==> config.mk <==
export PLATFORM = sky130hd
export DESIGN_NAME = delay_line_ctrl
export DESIGN_NICKNAME = d
export VERILOG_FILES = /design/src/rtl/delay_line_pkg.sv /design/src/rtl/delay_line_addr_gen.sv /design/src/rtl/delay_line_ctrl.sv
export SDC_FILE = /design/constraint.sdc
export NUM_CORES = 1
export LEC_CHECK = 0
export CORE_MARGIN = 5
export CORE_UTILIZATION = 45
export CTS_CLUSTER_SIZE = 25
export DETAILED_ROUTE_END_ITERATION = 16
export GPL_TIMING_DRIVEN = 0
export PLACE_DENSITY = 0.88
export SETUP_SLACK_MARGIN = 0.1
export SKIP_LAST_GASP = 1
export SLEW_MARGIN = 25
export SYNTH_ARGS = -nofsm -noshare
export SYNTH_HDL_FRONTEND = slang
export SYNTH_HIERARCHICAL = 1
export SYNTH_SLANG_ARGS = --single-unit
==> constraint.sdc <==
create_clock -name clk -period 4.65 [get_ports clk]
set_input_delay 1.395 -clock clk [delete_from_list [all_inputs] [get_ports clk]]
set_output_delay 1.395 -clock clk [all_outputs]
set_load 0.1 [all_outputs]
==> src/rtl/delay_line_pkg.sv <==
`default_nettype none
// ============================================================================
// Module      : delay_line_pkg
// Description : Shared state encoding, default widths and the length-legality
//               helper for the block-RAM delay-line controller.
// Revision    : 1.0 - initial release
// ============================================================================
package delay_line_pkg;

    localparam int c_default_data_width = 25;
    localparam int c_default_addr_width = 9;

    localparam logic [1:0] c_st_idle = 2'd0;
    localparam logic [1:0] c_st_fill = 2'd1;
    localparam logic [1:0] c_st_run  = 2'd2;

    function automatic logic len_is_legal(input logic [31:0] len, input logic [31:0] max_len);
        return (len != 32'd0) && (len <= max_len);
    endfunction

endpackage
`default_nettype wire

==> src/rtl/delay_line_addr_gen.sv <==
`default_nettype none
// ============================================================================
// Module      : delay_line_addr_gen
// Description : Ring write pointer and the delayed read address derived from
//               it; both wrap naturally at 2^ADDR_WIDTH.
// Revision    : 1.0 - initial release
// ============================================================================
module delay_line_addr_gen #(
    parameter int ADDR_WIDTH = 9
) (
    input  logic                  clk,
    input  logic                  rst_n,
    input  logic                  advance,
    input  logic [ADDR_WIDTH-1:0] len_q,
    output logic [ADDR_WIDTH-1:0] wr_addr,
    output logic [ADDR_WIDTH-1:0] rd_addr
);

    logic [ADDR_WIDTH-1:0] r_wp;

    always_ff @(posedge clk or negedge rst_n) begin
        if (!rst_n) begin
            r_wp <= '0;
        end else if (advance) begin
            r_wp <= r_wp + ADDR_WIDTH'(1);
        end
    end

    assign wr_addr = r_wp;
    // Modular subtraction lands on the slot written len_q accepted samples ago.
    assign rd_addr = r_wp - len_q;

endmodule
`default_nettype wire

==> src/rtl/delay_line_ctrl.sv <==
`default_nettype none
// ============================================================================
// Module      : delay_line_ctrl
// Description : Sequencing controller turning an external 1-cycle-latency
//               dual-port RAM into a programmable streaming sample delay.
// Revision    : 1.0 - initial release
// ============================================================================
module delay_line_ctrl
    import delay_line_pkg::*;
#(
    parameter int DATA_WIDTH = c_default_data_width,
    parameter int ADDR_WIDTH = c_default_addr_width,
    parameter int MAX_LEN    = 511
) (
    input  logic                  clk,
    input  logic                  rst_n,
    input  logic [ADDR_WIDTH:0]   len_i,
    input  logic                  len_load,
    input  logic [DATA_WIDTH-1:0] di,
    input  logic                  di_valid,
    output logic                  ready_o,
    output logic [DATA_WIDTH-1:0] data_o,
    output logic                  data_valid_o,
    output logic                  cfg_err_o,
    output logic                  busy_o,
    output logic [ADDR_WIDTH-1:0] ram_wraddr,
    output logic                  ram_we,
    output logic [DATA_WIDTH-1:0] ram_wdata,
    output logic [ADDR_WIDTH-1:0] ram_rdaddr,
    output logic                  ram_re,
    input  logic [DATA_WIDTH-1:0] ram_rdata
);

    if (MAX_LEN > (1 << ADDR_WIDTH) - 1) begin : g_max_len_check
        $error("MAX_LEN must not exceed 2^ADDR_WIDTH-1");
    end

    logic [1:0]            r_state;
    logic [ADDR_WIDTH:0]   r_len_q;
    logic [ADDR_WIDTH:0]   r_fill_cnt;
    logic                  r_valid;
    logic                  r_cfg_err;
    logic [DATA_WIDTH-1:0] r_data_q;

    logic w_len_legal;
    logic w_load_ok;
    logic w_load_bad;
    logic w_active;
    logic w_accept;
    logic w_fill_done;

    assign w_len_legal = len_is_legal(32'(len_i), 32'(MAX_LEN));
    assign w_load_ok   = len_load & w_len_legal;
    assign w_load_bad  = len_load & ~w_len_legal;
    assign w_active    = (r_state == c_st_fill) || (r_state == c_st_run);
    assign w_fill_done = (r_state == c_st_fill) && (r_fill_cnt == r_len_q);

    // A legal reload owns the cycle, so no sample slips in under the old length.
    assign ready_o  = w_active & ~w_load_ok;
    assign w_accept = di_valid & ready_o;
    assign busy_o   = (r_state == c_st_fill);

    assign ram_we    = w_accept;
    assign ram_wdata = di;
    assign ram_re    = w_accept & ((r_state == c_st_run) | w_fill_done);

    delay_line_addr_gen #(
        .ADDR_WIDTH (ADDR_WIDTH)
    ) u_addr_gen (
        .clk     (clk),
        .rst_n   (rst_n),
        .advance (w_accept),
        .len_q   (r_len_q[ADDR_WIDTH-1:0]),
        .wr_addr (ram_wraddr),
        .rd_addr (ram_rdaddr)
    );

    always_ff @(posedge clk or negedge rst_n) begin
        if (!rst_n) begin
            r_state    <= c_st_idle;
            r_len_q    <= '0;
            r_fill_cnt <= '0;
        end else if (w_load_ok) begin
            r_state    <= c_st_fill;
            r_len_q    <= len_i;
            r_fill_cnt <= '0;
        end else if (w_accept && (r_state == c_st_fill)) begin
            // fill_cnt stops at len_q; the sample that meets it starts reading.
            if (w_fill_done) begin
                r_state <= c_st_run;
            end else begin
                r_fill_cnt <= r_fill_cnt + (ADDR_WIDTH+1)'(1);
            end
        end
    end

    always_ff @(posedge clk or negedge rst_n) begin
        if (!rst_n) begin
            r_valid   <= 1'b0;
            r_cfg_err <= 1'b0;
            r_data_q  <= '0;
        end else begin
            r_valid   <= ram_re;
            r_cfg_err <= w_load_bad;
            if (r_valid) begin
                r_data_q <= ram_rdata;
            end
        end
    end

    assign data_valid_o = r_valid;
    assign cfg_err_o    = r_cfg_err;
    assign data_o       = r_valid ? ram_rdata : r_data_q;

endmodule
`default_nettype wire
==> qor.yml <==
clockBufferDepth: 2
cts.sinks: 58
syn_nets: 379
drt-initial-drc-count: 86
cts_tree: "built"
worstPathRequired_ps: 3250
worstMarginPinSlew_ps: 995
die_x_um: 93.2
grt_pass1_vias: 2871
wl_per_cell_um: 15.7
holdBufCountCts: 0
critPathMaxFanout: 2
fin_skew_ps: 11.9
grt_usage_pct: 19.9
nNetsFinal: 520
syn_inst: 302
finalHoldViolCount: 0
crit_top_cell: "clkdlybuf4s50_1"
yosys_warnings: 6
critPathKind: "in2out"
place_congestion: 0.869
tns_ps: 0
setup_viol: 0
hold_path.class: "reg2reg"
ys_seq_area_share_pct: 46.6
syn_to_final_growth_pct: 55.1
via_per_inst: 5.13
synth-edff-count: 0
routed_wl_um: 8310
ys_dominant_reg_cell: "dfrtp_1"
clkTransAtPathRegs_ps: 70
hpwl_um: 6040
grt_antenna_before_repair: 0
ant_nets: 0
diodes: 0
io_pins: 138
cp_top_family: "buffers and inverters"
cap_violations: 0
synth_seq_cells: 58
critPathMaxStageDelay_ps: 1130
status: "complete, no violations"
overflow: 0
cts-buffers-inserted: 9
die_area_mm2: 0.00869
htreeDepth: 3
coreArea_mm2: 0.00676
crit_slowest_cell: "clkdlybuf4s50_1"
async_flop_share_pct: 100
fin_crit_sh_pct: 97.3
root_buffer: "clkbuf_8"
die_h_um: 93.2
clock_latency_ps: 340
min_period_ps: 4520
drt_pass1_iterations: 4
grt_max_degree: 43
worst-path-buf-inv: 2
drc: 0
max_slew_margin_pct: 33.4
drive_gt1_share_pct: 24.3
multi_input_area_mm2: 0.00146
yosysUniqueCellTypes: 44
io_buffers: 112
syn_avg_cell_area_um2: 10.3
critPathCaptureType: "output port"
crit_chain: "clkdlybuf4s50_1 > mux2_2 > clkdlybuf4s50_1"
grt_pass1_wl_um: 13500
critPathArrivalTime_ps: 3130
netlist_area_mm2: 0.00312
row_count: 30
initial_core_util_pct: 46.1
rsz0062_at_grt: "false"
final-seq-area_mm2: 0.00145
slew_viol_final: 0
nFillCells: 485
crit_path_start_kind: "primary input"
max_freq_ghz: 0.221
vias: 2706
[Yosys cell counts (2+ instances only)]
cell       n  area (µm²)
and2_1     2        12.5
nor2b_1    3        18.8
nand4_1   10        62.6
xnor2_1   17         149
nand2_1   45         169
o211ai_1   2        15.0
or4_1      4        30.0
nand2b_1   5        31.3
xor2_1     6        52.6
nor2_1    10        37.5
dfrtp_1   58        1450
a21oi_1   13        65.1
buf_4     25         188
clkbuf_1   4        15.0
mux2_2    25         282
inv_1     14        52.6
o21a_1     2        15.0
nand3_1    4        20.0
or3_1      4        25.0
nor3_1     3        15.0
o21ai_0    7        35.0
buf_1      2        7.51
o31ai_1    3        22.5
ha_1      12         150
o21ai_1    3        15.0
[sequential cells by signal, indices dropped and copies added, names as in the netlist]
register	flops
cfg_err_o	1
data_valid_o	1
r_data_q	25
r_fill_cnt	10
r_len_q	10
r_state	2
u_addr_gen/wr_addr	9
[kinds of logic (layout without fill, tap and decap cells)]
| family | Yosys count | count (layout) | synth area share (%) |
|---|---|---|---|
| flip-flops | 58 | 58 | 46.6 |
| multiplexers | 26 | 26 | 9.36 |
| adder cells (fa/ha/maj) | 13 | 13 | 5.46 |
| XOR/XNOR | 23 | 23 | 6.47 |
| AND/OR/NAND/NOR | 99 | 99 | 16.3 |
| buffers and inverters | 48 | 194 | 9.08 |
| AO/OA/AOI/OAI | 35 | 35 | 6.71 |
[final timing paths]
check,from,to,slack [ps],cells after the start
min,r_data_q[23],r_data_q[23],490,1
max reg2reg,r_state[0],r_fill_cnt[9],2470,7
min in group asynchronous,rst_n,r_state[0],910,1
max,ram_rdata[1],data_o[1],130,3
min reg2reg,r_data_q[23],r_data_q[23],490,1
max in group asynchronous,rst_n,u_addr_gen/wr_addr[4],3240,2
[routing by layer]
metal | vias to the layer above | routed length, µm | track usage [%]
met3 | 31 | 488 | 5.31
met1 | 1273 | 3200 | 22.4
met2 | 108 | 4280 | 33.9
met4 | 0 | 342 | 11.2
li1 | 1294 | - | -
met5 | - | 0 | 0
[area by class of cell]
| class | count | share of cell area (%) |
|---|---|---|
| repair buffers | 130 | 27.5 |
| multi-input cells | 196 | 30.2 |
| clock inverters | 7 | 1.45 |
| flip-flops and latches | 58 | 30.0 |
| plain buffers | 33 | 5.05 |
| clock buffers | 9 | 2.56 |
| inverters | 15 | 1.16 |
| well taps | 80 | 2.07 |
[metrics by stage]
step / utilization (%) / instance area (µm²) / setup slack (ps) / cells / hold slack [ps]
finish: 71.5 / 4830 / 128 / 528 / 493
global placement: 65.2 / 4400 / -1170 / 494 / 479
CTS: 70.4 / 4760 / 75.6 / 528 / 499
detailed placement: 65.4 / 4420 / -1130 / 495 / 485
global route: 71.5 / 4830 / 100 / 528 / 508
floorplan: - / 3180 / -201 / 302 / 475
[placed cells by master (no fill, tap or decap), drive strengths merged, types with 3 or more instances in the layout]
master / instances
o31ai: 3
xnor2: 17
dfrtp: 58
nand2: 45
or3: 5
nand2b: 5
dlymetal6s2s: 20
a21oi: 13
ha: 12
nand4: 10
xor2: 6
buf: 52
nor2b: 3
or4: 5
clkdlybuf4s50: 79
o21ai: 10
nand3: 4
clkbuf: 12
nor3: 3
inv: 15
dlygate4sd2: 7
clkinv: 5
nor2: 10
mux2: 25
[repair_timing]
action                                  in CTS  in global routing
endpoints found under the setup margin      10                 33
setup buffers                               17                  0
resized for setup                           39                 32
pin swaps                                    3                  3
Power is left out: the tool's default activity adds up to more than one toggle a clock period on the data nets, which glitch-free logic cannot reach.
